File: src/rtl/eth_tx_tstamp_if.sv
// AXI-Stream beat bundle (64-bit data, byte keep, last) between frame stages.
// The master drives valid/data/keep/last, the slave returns ready.
interface eth_tx_tstamp_if;
  logic        tvalid;
  logic        tready;
  logic [63:0] tdata;
  logic [7:0]  tkeep;
  logic        tlast;

  modport master (output tvalid, output tdata, output tkeep, output tlast, input tready);
  modport slave  (input tvalid, input tdata, input tkeep, input tlast, output tready);
endinterface

File: src/rtl/eth_tx_tstamp.sv
// TX timestamp inserter: stamps each frame with the SOF cycle count; 1-cycle latency.
// Backpressure: 2-entry registered skid, s_axis.tready drops only when both entries hold beats.
module eth_tx_tstamp #(
  parameter int TS_OFFSET = 42,
  parameter int MAX_BEATS = 2048
) (
  input  logic                  clk156,
  input  logic                  reset,
  input  logic                  enable,
  eth_tx_tstamp_if.slave        s_axis,
  eth_tx_tstamp_if.master       m_axis,
  output logic [63:0]           ts_now,
  output logic                  tx_ts_valid,
  output logic [63:0]           tx_ts,
  output logic [31:0]           frame_cnt,
  output logic [15:0]           short_cnt
);

  localparam int BW = (MAX_BEATS > 1) ? $clog2(MAX_BEATS) : 1;
  localparam logic [BW-1:0] BIDX_MAX = BW'(MAX_BEATS - 1);

  typedef struct packed {
    logic [63:0] dat;
    logic [7:0]  keep;
    logic        last;
  } beat_t;

  typedef enum logic [1:0] {SK_EMPTY, SK_ONE, SK_TWO} sk_state_t;

  logic        push;
  logic        pop;
  logic        in_rdy_q;
  logic        out_vld_q;
  beat_t       out_q;
  beat_t       skid_q;
  beat_t       in_beat;
  sk_state_t   state_q;
  sk_state_t   state_d;
  logic        load_out;
  logic        load_out_skid;
  logic        load_skid;

  // Per-frame context; sof_q marks that the next accepted beat opens a frame.
  logic          sof_q;
  logic [BW-1:0] bidx_q;
  logic [63:0]   stamp_q;
  logic          en_q;
  logic          done_q;
  logic          past_q;

  logic [63:0]   stamp_cur;
  logic          en_cur;
  logic          done_cur;
  logic          past_cur;
  logic          ins_ok;
  logic [31:0]   rel [8];
  logic [63:0]   ins_dat;
  logic          hit;

  assign push = s_axis.tvalid && in_rdy_q;
  assign pop  = out_vld_q && m_axis.tready;

  assign stamp_cur = sof_q ? ts_now : stamp_q;
  assign en_cur    = sof_q ? enable : en_q;
  assign done_cur  = sof_q ? 1'b0   : done_q;
  assign past_cur  = sof_q ? 1'b0   : past_q;
  assign ins_ok    = en_cur && !past_cur;

  // rel is the lane's byte distance from TS_OFFSET; values 0..7 fall inside the stamp.
  always_comb begin
    ins_dat = s_axis.tdata;
    hit     = 1'b0;
    for (int l = 0; l < 8; l++) begin
      rel[l] = (32'(bidx_q) << 3) + 32'(l) - 32'(TS_OFFSET);
      if (ins_ok && s_axis.tkeep[l] && (rel[l] < 32'd8)) begin
        ins_dat[8*l +: 8] = stamp_cur[8*(7 - rel[l][2:0]) +: 8];
        if (rel[l][2:0] == 3'd7) begin
          hit = push;
        end
      end
    end
  end

  assign in_beat = '{dat: ins_dat, keep: s_axis.tkeep, last: s_axis.tlast};

  always_ff @(posedge clk156) begin
    if (reset) begin
      sof_q   <= 1'b1;
      bidx_q  <= '0;
      stamp_q <= '0;
      en_q    <= 1'b0;
      done_q  <= 1'b0;
      past_q  <= 1'b0;
    end else if (push) begin
      if (sof_q) begin
        stamp_q <= ts_now;
        en_q    <= enable;
      end
      if (s_axis.tlast) begin
        sof_q  <= 1'b1;
        bidx_q <= '0;
        done_q <= 1'b0;
        past_q <= 1'b0;
      end else begin
        sof_q  <= 1'b0;
        done_q <= done_cur || hit;
        past_q <= past_cur || (bidx_q == BIDX_MAX);
        if (bidx_q != BIDX_MAX) begin
          bidx_q <= bidx_q + BW'(1);
        end
      end
    end
  end

  always_ff @(posedge clk156) begin
    if (reset) begin
      ts_now      <= '0;
      tx_ts_valid <= 1'b0;
      tx_ts       <= '0;
      frame_cnt   <= '0;
      short_cnt   <= '0;
    end else begin
      ts_now      <= ts_now + 64'd1;
      tx_ts_valid <= hit;
      if (hit) begin
        tx_ts <= stamp_cur;
      end
      if (push && s_axis.tlast) begin
        frame_cnt <= frame_cnt + 32'd1;
        if (en_cur && !done_cur && !hit) begin
          short_cnt <= short_cnt + 16'd1;
        end
      end
    end
  end

  // Skid occupancy FSM: out_q is the head presented to the MAC, skid_q the second entry.
  always_comb begin
    state_d       = state_q;
    load_out      = 1'b0;
    load_out_skid = 1'b0;
    load_skid     = 1'b0;
    case (state_q)
      SK_EMPTY: begin
        if (push) begin
          load_out = 1'b1;
          state_d  = SK_ONE;
        end
      end
      SK_ONE: begin
        if (push && pop) begin
          load_out = 1'b1;
        end else if (push) begin
          load_skid = 1'b1;
          state_d   = SK_TWO;
        end else if (pop) begin
          state_d = SK_EMPTY;
        end
      end
      SK_TWO: begin
        if (pop) begin
          load_out_skid = 1'b1;
          if (push) begin
            load_skid = 1'b1;
          end else begin
            state_d = SK_ONE;
          end
        end
      end
      default: state_d = SK_EMPTY;
    endcase
  end

  always_ff @(posedge clk156) begin
    if (reset) begin
      state_q   <= SK_EMPTY;
      out_q     <= '0;
      skid_q    <= '0;
      out_vld_q <= 1'b0;
      in_rdy_q  <= 1'b0;
    end else begin
      state_q   <= state_d;
      out_vld_q <= (state_d != SK_EMPTY);
      in_rdy_q  <= (state_d != SK_TWO);
      if (load_out) begin
        out_q <= in_beat;
      end else if (load_out_skid) begin
        out_q <= skid_q;
      end
      if (load_skid) begin
        skid_q <= in_beat;
      end
    end
  end

  assign s_axis.tready = in_rdy_q;
  assign m_axis.tvalid = out_vld_q;
  assign m_axis.tdata  = out_q.dat;
  assign m_axis.tkeep  = out_q.keep;
  assign m_axis.tlast  = out_q.last;

endmodule

File: src/flat_wrapper.sv
// flat-port wrapper written by rule: the top's interface ports become plain ports
module eth_tx_tstamp_flat 
#(
  parameter int TS_OFFSET = 42,
  parameter int MAX_BEATS = 2048
)
  (clk156, reset, enable, ts_now, tx_ts_valid, tx_ts, frame_cnt, short_cnt, s_axis_tvalid, s_axis_tdata, s_axis_tkeep, s_axis_tlast, s_axis_tready, m_axis_tvalid, m_axis_tdata, m_axis_tkeep, m_axis_tlast, m_axis_tready);
  eth_tx_tstamp_if s_axis_i ();
  eth_tx_tstamp_if m_axis_i ();
  input  logic clk156;
  input  logic reset;
  input  logic enable;
  output logic [63:0] ts_now;
  output logic tx_ts_valid;
  output logic [63:0] tx_ts;
  output logic [31:0] frame_cnt;
  output logic [15:0] short_cnt;
  input wire logic [$bits(s_axis_i.tvalid)-1:0] s_axis_tvalid;
  input wire logic [$bits(s_axis_i.tdata)-1:0] s_axis_tdata;
  input wire logic [$bits(s_axis_i.tkeep)-1:0] s_axis_tkeep;
  input wire logic [$bits(s_axis_i.tlast)-1:0] s_axis_tlast;
  output wire logic [$bits(s_axis_i.tready)-1:0] s_axis_tready;
  output wire logic [$bits(m_axis_i.tvalid)-1:0] m_axis_tvalid;
  output wire logic [$bits(m_axis_i.tdata)-1:0] m_axis_tdata;
  output wire logic [$bits(m_axis_i.tkeep)-1:0] m_axis_tkeep;
  output wire logic [$bits(m_axis_i.tlast)-1:0] m_axis_tlast;
  input wire logic [$bits(m_axis_i.tready)-1:0] m_axis_tready;
  assign s_axis_i.tvalid = s_axis_tvalid;
  assign s_axis_i.tdata = s_axis_tdata;
  assign s_axis_i.tkeep = s_axis_tkeep;
  assign s_axis_i.tlast = s_axis_tlast;
  assign s_axis_tready = s_axis_i.tready;
  assign m_axis_tvalid = m_axis_i.tvalid;
  assign m_axis_tdata = m_axis_i.tdata;
  assign m_axis_tkeep = m_axis_i.tkeep;
  assign m_axis_tlast = m_axis_i.tlast;
  assign m_axis_i.tready = m_axis_tready;
  eth_tx_tstamp #(.TS_OFFSET(TS_OFFSET), .MAX_BEATS(MAX_BEATS)) u_core (.clk156(clk156), .reset(reset), .enable(enable), .s_axis(s_axis_i), .m_axis(m_axis_i), .ts_now(ts_now), .tx_ts_valid(tx_ts_valid), .tx_ts(tx_ts), .frame_cnt(frame_cnt), .short_cnt(short_cnt));
endmodule
File: config.mk
export PLATFORM = sky130hd
export DESIGN_NAME = eth_tx_tstamp_flat
export DESIGN_NICKNAME = d
export VERILOG_FILES = /design/src/rtl/eth_tx_tstamp_if.sv /design/src/rtl/eth_tx_tstamp.sv /design/src/flat_wrapper.sv
export SDC_FILE = /design/constraint.sdc
export NUM_CORES = 1
export LEC_CHECK = 0
export ABC_CLOCK_PERIOD_IN_PS = 4000
export CAP_MARGIN = 20
export CELL_PAD_IN_SITES_DETAIL_PLACEMENT = 0
export CELL_PAD_IN_SITES_GLOBAL_PLACEMENT = 1
export CORE_MARGIN = 5
export CORE_UTILIZATION = 40
export DETAILED_ROUTE_END_ITERATION = 10
export PLACE_DENSITY_LB_ADDON = 0.08
export SYNTH_ARGS = -nofsm -noshare
export SYNTH_HDL_FRONTEND = slang
export SYNTH_SLANG_ARGS = --single-unit
export TNS_END_PERCENT = 100
File: constraint.sdc
create_clock -name clk156 -period 4 [get_ports clk156]
set_clock_uncertainty 0.1 [all_clocks]
set_input_delay 0.4 -clock clk156 [delete_from_list [all_inputs] [get_ports clk156]]
set_output_delay 0.4 -clock clk156 [all_outputs]
set_load 0.01 [all_outputs]
### Yosys cells after proc, flatten, opt, wreduce, memory -nomap -nowiden

Index checks and enable logic that the tools add are counted.

* register bits: 406
* input bits: 78
* output and inout bits: 252
* word-level logic and storage cells: 160

* add/subtract/negate cells: 27
* $lt $le $gt $ge: 8
* equality and inequality tests: 13
* shifts and indexed selects: 8
* mux-type cells: 50
* reductions and logical operators: 34

Operator list (number)
* indexed part select 64 x 33 -> 8 bit: 8
* less-than comparator 32 x 4 -> 1 bit, second input constant: 8
* subtractor 32 x 6 -> 32 bit, second input constant: 7
* two-way mux 73 bit: 2
* adder 64 x 1 -> 64 bit, second input constant: 1
* two-way mux 64 bit: 1
* two-way mux 8 bit: 8
* adder 14 x 3 -> 15 bit, second input constant: 4
* adder 32 x 1 -> 32 bit, second input constant: 1
* subtractor 3 x 3 -> 4 bit, first input constant: 8
* adder 14 x 2 -> 15 bit, second input constant: 2
* two-way mux 1 bit: 28
* == test 3 bit, second input constant: 8
* logical AND 1 bit: 23
* two-way mux 11 bit: 2
* adder 16 x 1 -> 16 bit, second input constant: 1
* adder 14 x 1 -> 15 bit, second input constant: 1
* subtractor 14 x 6 -> 15 bit, second input constant: 1
* two-way mux 2 bit: 6
* adder 11 x 1 -> 11 bit, second input constant: 1
* == test 11 bit, second input constant: 1
* != test 11 bit, second input constant: 1
* case mux 2 bit (3 select lines): 1
* nonzero test 2 bit: 3
* other kinds (8): 13

### Depth between registers and ports, before layout

* depth in word-level cells: 23
* depth in mapped cells: 12
* depth with buffers taken out: 10

### Worst setup path after synthesis

No wires, ideal clock.

* kind: register -> register
* from: reg u_core.bidx_q[4]
* to: reg u_core.short_cnt[7]
* library setup time: 70 ps
* arrival time: 3442 ps
* required time: 3830 ps
* path slack: 387 ps
* stages on the path, launching flop included: 13
* path buffers: 3
* clock period less this slack: 3613 ps
* cell sequence: dfxtp_1 -> or4_4 -> or4_4 -> clkbuf_1 -> a21oi_1 -> ha_1 -> nand4b_1 -> a21o_1 -> buf_1 -> o31ai_1 -> buf_2 -> or4_1 -> a21oi_1

* word-level cells in the longest chain between the ends: 21
* elaborated cells on any way between the ends: 49
* those cells by class: 15 x add/sub; 8 x order compare; 15 x mux; 11 x reduce/logical

RTL lines
* start: declaration: line eth_tx_tstamp.sv:45 `logic [BW-1:0] bidx_q;`
* start signal: assignment: line eth_tx_tstamp.sv:109 `bidx_q <= bidx_q + BW'(1);`
* branches (longest 17 deep; another with subtractor 32 x 6 -> 32 bit)
* two-way mux 1 bit (*): line eth_tx_tstamp.sv:75 `if (ins_ok && s_axis.tkeep[l] && (rel[l] < 32'd8)) begin`
* logical NOT 1 bit (*): line eth_tx_tstamp.sv:130 `if (en_cur && !done_cur && !hit) begin`
* logical AND 1 bit (*): line eth_tx_tstamp.sv:130
* AND reduction 2 bit (no line) (*)
* end signal: assignment: line eth_tx_tstamp.sv:131 `short_cnt <= short_cnt + 16'd1;`
* end: declaration: line eth_tx_tstamp.sv:16 `output logic [15:0] short_cnt`

Every way passes the cells marked *.
A chain may end at the register's enable or synchronous reset.

### Worst setup path after layout

* from: reg u_core.bidx_q[4]
* to: reg u_core.skid_q[34] (netlist name)

* word-level cells in the longest chain between the ends: 5

RTL lines
* adder 14 x 2 -> 15 bit: line eth_tx_tstamp.sv:74 `rel[l] = (32'(bidx_q) << 3) + 32'(l) - 32'(TS_OFFSET);`
* subtractor 32 x 6 -> 32 bit: line eth_tx_tstamp.sv:74
* less-than comparator 32 x 4 -> 1 bit: line eth_tx_tstamp.sv:75
* logical AND 1 bit: line eth_tx_tstamp.sv:75
* two-way mux 8 bit: line eth_tx_tstamp.sv:75
* end signal: assignment: line eth_tx_tstamp.sv:191 `skid_q <= in_beat;`
* end: declaration: line eth_tx_tstamp.sv:35 `beat_t skid_q;`

No other way between the ends.

==> metrics.md <==
| Metric | Value |
|---|---|
| CTS sink cnt | `406` |
| Crit path max fanout | `13` |
| Crit end category | `flip-flop` |
| DIE AREA | `0.0501 sq mm` |
| CP bufs+invs | `1` |
| Worst Hold Depth | `2` |
| DRT iter0 DRCs | `1175` |
| Largest net degree at the start of global routing | `139` |
| R2r worst-path depth | `10` |
| Pwr/cell area | `386 mW/mm^2` |
| Internal Pwr Total | `6.97 mW` |
| Sequential area share after synthesis | `0.445` |
| Synth Instances | `2064` |
| Warnings, synthesis | `0` |
| Leak | `8.01 nW` |
| Register area | `0.00813 sq mm` |
| WS Path Type | `reg2reg` |
| Arrival @ worst endpoint | `4120 ps` |
| Placement Rows | `78` |
| Fillers | `4274` |
| Die H | `224 microns` |
| Count of nets after finishing | `2400` |
| CTS tree | `built` |
| Slowest cell on crit path | `or4_4` |
| Total Neg Setup Slack | `0 ps` |
| Max Clock Freq | `266 MHz` |
| # port buffers | `329` |
| Slew Limit Fails | `0` |
| Resized Gates After CTS | `0` |
| Core area | `0.0453 sq mm` |
| RSZ-0062 raised after global routing | `false` |
| Cell family with most CP delay | `simple AND/OR/NAND/NOR gates` |
| Final Setup Violations | `0` |
| Slew HR | `0.366` |
| Avg Inst Size Synth | `8.85 sq um` |
| Status | `complete, no violations` |
| Hpwl dp | `43200 microns` |
| Logic pwr share | `0.076` |
| Htree depth | `2` |
| Synth Net Count | `2153` |
| FF+latch count, synth | `406` |
| Most frequent CP cell | `or4_4` |
| Worst path required time | `4360 ps` |
| Vias | `17100` |
| Yosys cell types | `67` |
| Max Cap Violations | `0` |
| Detailed-route wire length | `62900 microns` |
| Fin. Hold Viols | `0` |
| Synth Flop Type | `dfxtp_1` |
| IO Pins | `330` |
| Grt ovf | `0` |
| DRT antenna net count | `0` |
| Layout area overhead | `29.2%` |
| Drt wl/cell | `21.4 microns` |
| CP max stage delay | `610 ps` |
| Total CTS buffers | `46` |
| Initial Utilization | `0.404` |
| Worst-path clk slew | `60 ps` |
| Layout cell share with drive strength beyond 1 | `0.0757` |
| Sw Share | `0.234` |
| Die Wd | `224 microns` |
| Ys async rst share | `0` |
| Period utilization | `0.942` |
| Mapped Area | `0.0183 sq mm` |
| Latest clock arrival within the worst-skew pair | `580 ps` |
| Post-route DRC violation count | `0` |
| P_sw | `2.14 mW` |
| GPL Wtd Cong | `0.832` |
| Crit-path cells | `or4_4 -> or4_4 -> a21oi_1 -> ha_1 -> nand4b_1 -> nor2_1 -> buf_4 -> and4_1 -> nand2_1 -> a311o_1` |
| Flop-to-flop setup slack | `230 ps` |
| Worst vdd ir | `0.264 mV` |
| Buffer count from post-CTS setup fixing | `0` |
| Final WS setup | `234 ps` |
| Fin crit period | `3770 ps` |
| Leading area contributor after synthesis | `dfxtp_1` |
| Initial antenna violation count | `8` |
| Startpoint types | `flip-flop` |
| Clk buf depth | `3` |
| Pre-CTS setup slack | `284 ps` |
| Mean number of vias per cell | `5.80` |
| Hold Buf Count CTS | `0` |
| Clock network power share | `0.460` |
| Number of synthesized flops with an enable pin | `0` |
| Yosys top cell area share | `0.445` |
| Slew at the pin closest to its max-slew limit | `951 ps` |
| Worst hold path class | `in2reg` |
| Vias in the first global route | `16200` |
| Gr usage total | `0.239` |
| Leading post-synthesis cells by cell area | `dfxtp_1 44%, nand2_1 5.1%, mux2i_1 3.5%` |
| Levels on crit path | `10` |
| Root Driver | `clkbuf_16` |
| Multi-input logic area | `0.00938 sq mm` |
| Sequential group share of total power | `0.464` |
| Drt first pass iters | `5` |
| First-pass GRT wire length | `96500 microns` |
==> cell families (layout without fill, tap and decap cells) <==
kind of cell             Yosys count  after routing  synth area share
multiplexers                      75             75            0.0418
AND/OR/NAND/NOR                  801            801             0.228
AO/OA/AOI/OAI                    496            496             0.203
buffers and inverters            214            489            0.0462
other                              0              4                 0
XOR/XNOR                          61             61            0.0292
flip-flops                       406            406             0.445
adder cells (fa/ha/maj)           11             11           0.00753
==> flip-flops by register name (all words and copies together), names as in the netlist, 8 cells and up <==
name / count
u_core.bidx_q: 11
u_core.frame_cnt: 32
u_core.m_axis.tdata: 64
u_core.m_axis.tkeep: 8
u_core.short_cnt: 16
u_core.skid_q: 73
u_core.stamp_q: 64
u_core.ts_now: 64
u_core.tx_ts: 64
==> worst register-to-register path: stages, from the launching register on <==
cell      delay, ps
dfxtp_1         370
or4_4           610
or4_4           560
a21oi_1         170
ha_1            150
nand4b_1        110
nor2_1          160
buf_4           260
and4_1          430
nand2_1         290
a311o_1         460
==> layout make-up <==
cell class | instances | area share
clock buffers | 68 | 0.0570
multi-input cells | 1444 | 0.397
clock inverters | 8 | 0.00514
flip-flops and latches | 406 | 0.344
repair buffers | 378 | 0.158
diodes | 4 | 0.000424
inverters | 35 | 0.00556
well taps | 600 | 0.0318
==> path summary, 6_finish.rpt <==
check / from / to
worst max-delay path: u_core.bidx_q[4] / u_core.skid_q[34]
worst max register to register: u_core.bidx_q[4] / u_core.skid_q[34]
worst min register to register: u_core.stamp_q[10] / u_core.stamp_q[10]
worst min-delay path: reset / u_core.ts_now[17]
==> metal layers <==
metal | vias to the layer above | global-route usage | share of wire
met5 | - | 0 | 0.00081
met4 | 8 | 0.0713 | 0.024
met3 | 89 | 0.0512 | 0.063
met2 | 453 | 0.383 | 0.46
met1 | 8295 | 0.327 | 0.45
li1 | 8219 | - | -
==> through the flow <==
step / utilization / instance area (sq um) / power (mW) / cells / hold slack (ps)
global placement: 0.489 / 22100 / 5.00 / 2863 / 341
finish: 0.521 / 23600 / 9.11 / 2943 / 58.9
floorplan: - / 18300 / 4.65 / 2064 / 336
CTS: 0.521 / 23600 / 9.21 / 2939 / 39.1
detailed placement: 0.489 / 22100 / 5.01 / 2863 / 347
global route: 0.521 / 23600 / 9.42 / 2942 / 65.0
==> synthesized netlist by cell type (18+ instances only) <==
cell type / instances
nand3b_1: 18
a211oi_1: 54
clkbuf_1: 140
mux2i_1: 64
inv_1: 35
or3_1: 25
nor4_1: 66
a31oi_1: 49
xor2_1: 37
buf_2: 23
a311o_1: 49
or4_1: 23
nor2_1: 145
a21oi_1: 115
nand2_1: 249
o2bb2ai_1: 64
and2_1: 52
nand3_1: 40
o311a_1: 48
and4_1: 21
dfxtp_1: 406
nand4_1: 95
xnor2_1: 24
o21ai_0: 38
o31ai_1: 26
==> cells in the final DEF, fill, tap and decap left out, types with 6 or more instances in the layout <==
cell | Yosys | layout
o311a_1 | 48 | 48
a311o_1 | 49 | 49
o21ai_0 | 38 | 38
a311oi_1 | 10 | 10
nand4_1 | 95 | 95
mux2i_1 | 64 | 64
xor2_1 | 37 | 37
xnor2_1 | 24 | 24
a31o_2 | 17 | 17
buf_12 | 0 | 6
nor3_1 | 12 | 12
clkbuf_16 | 0 | 47
o31ai_1 | 26 | 26
and4_1 | 21 | 21
clkdlybuf4s50_1 | 0 | 328
nand3b_1 | 18 | 18
a31oi_1 | 49 | 49
inv_1 | 35 | 35
o2bb2ai_1 | 64 | 64
clkbuf_8 | 0 | 9
a211oi_1 | 54 | 54
nor4_1 | 66 | 65
dfxtp_1 | 406 | 405
nand4b_1 | 7 | 7
nor2_1 | 145 | 142
and3_1 | 14 | 13
or3_1 | 25 | 24
or4_1 | 23 | 23
clkbuf_1 | 140 | 12
buf_4 | 2 | 43
nand3_1 | 40 | 39
a21oi_1 | 115 | 115
mux2_2 | 11 | 11
and2_1 | 52 | 51
ha_1 | 11 | 11
nand2_1 | 249 | 249
==> power by group through the flow <==
stage | sequential, mW | combinational [mW] | clock [mW]
global placement | 4.31 | 0.691 | 0
finish | 4.23 | 0.695 | 4.18
global route | 4.24 | 0.752 | 4.43
floorplan | 4.31 | 0.339 | 0
detailed placement | 4.31 | 0.697 | 0
CTS | 4.23 | 0.701 | 4.28
No activity file was read; power rests on OpenSTA's default activity.
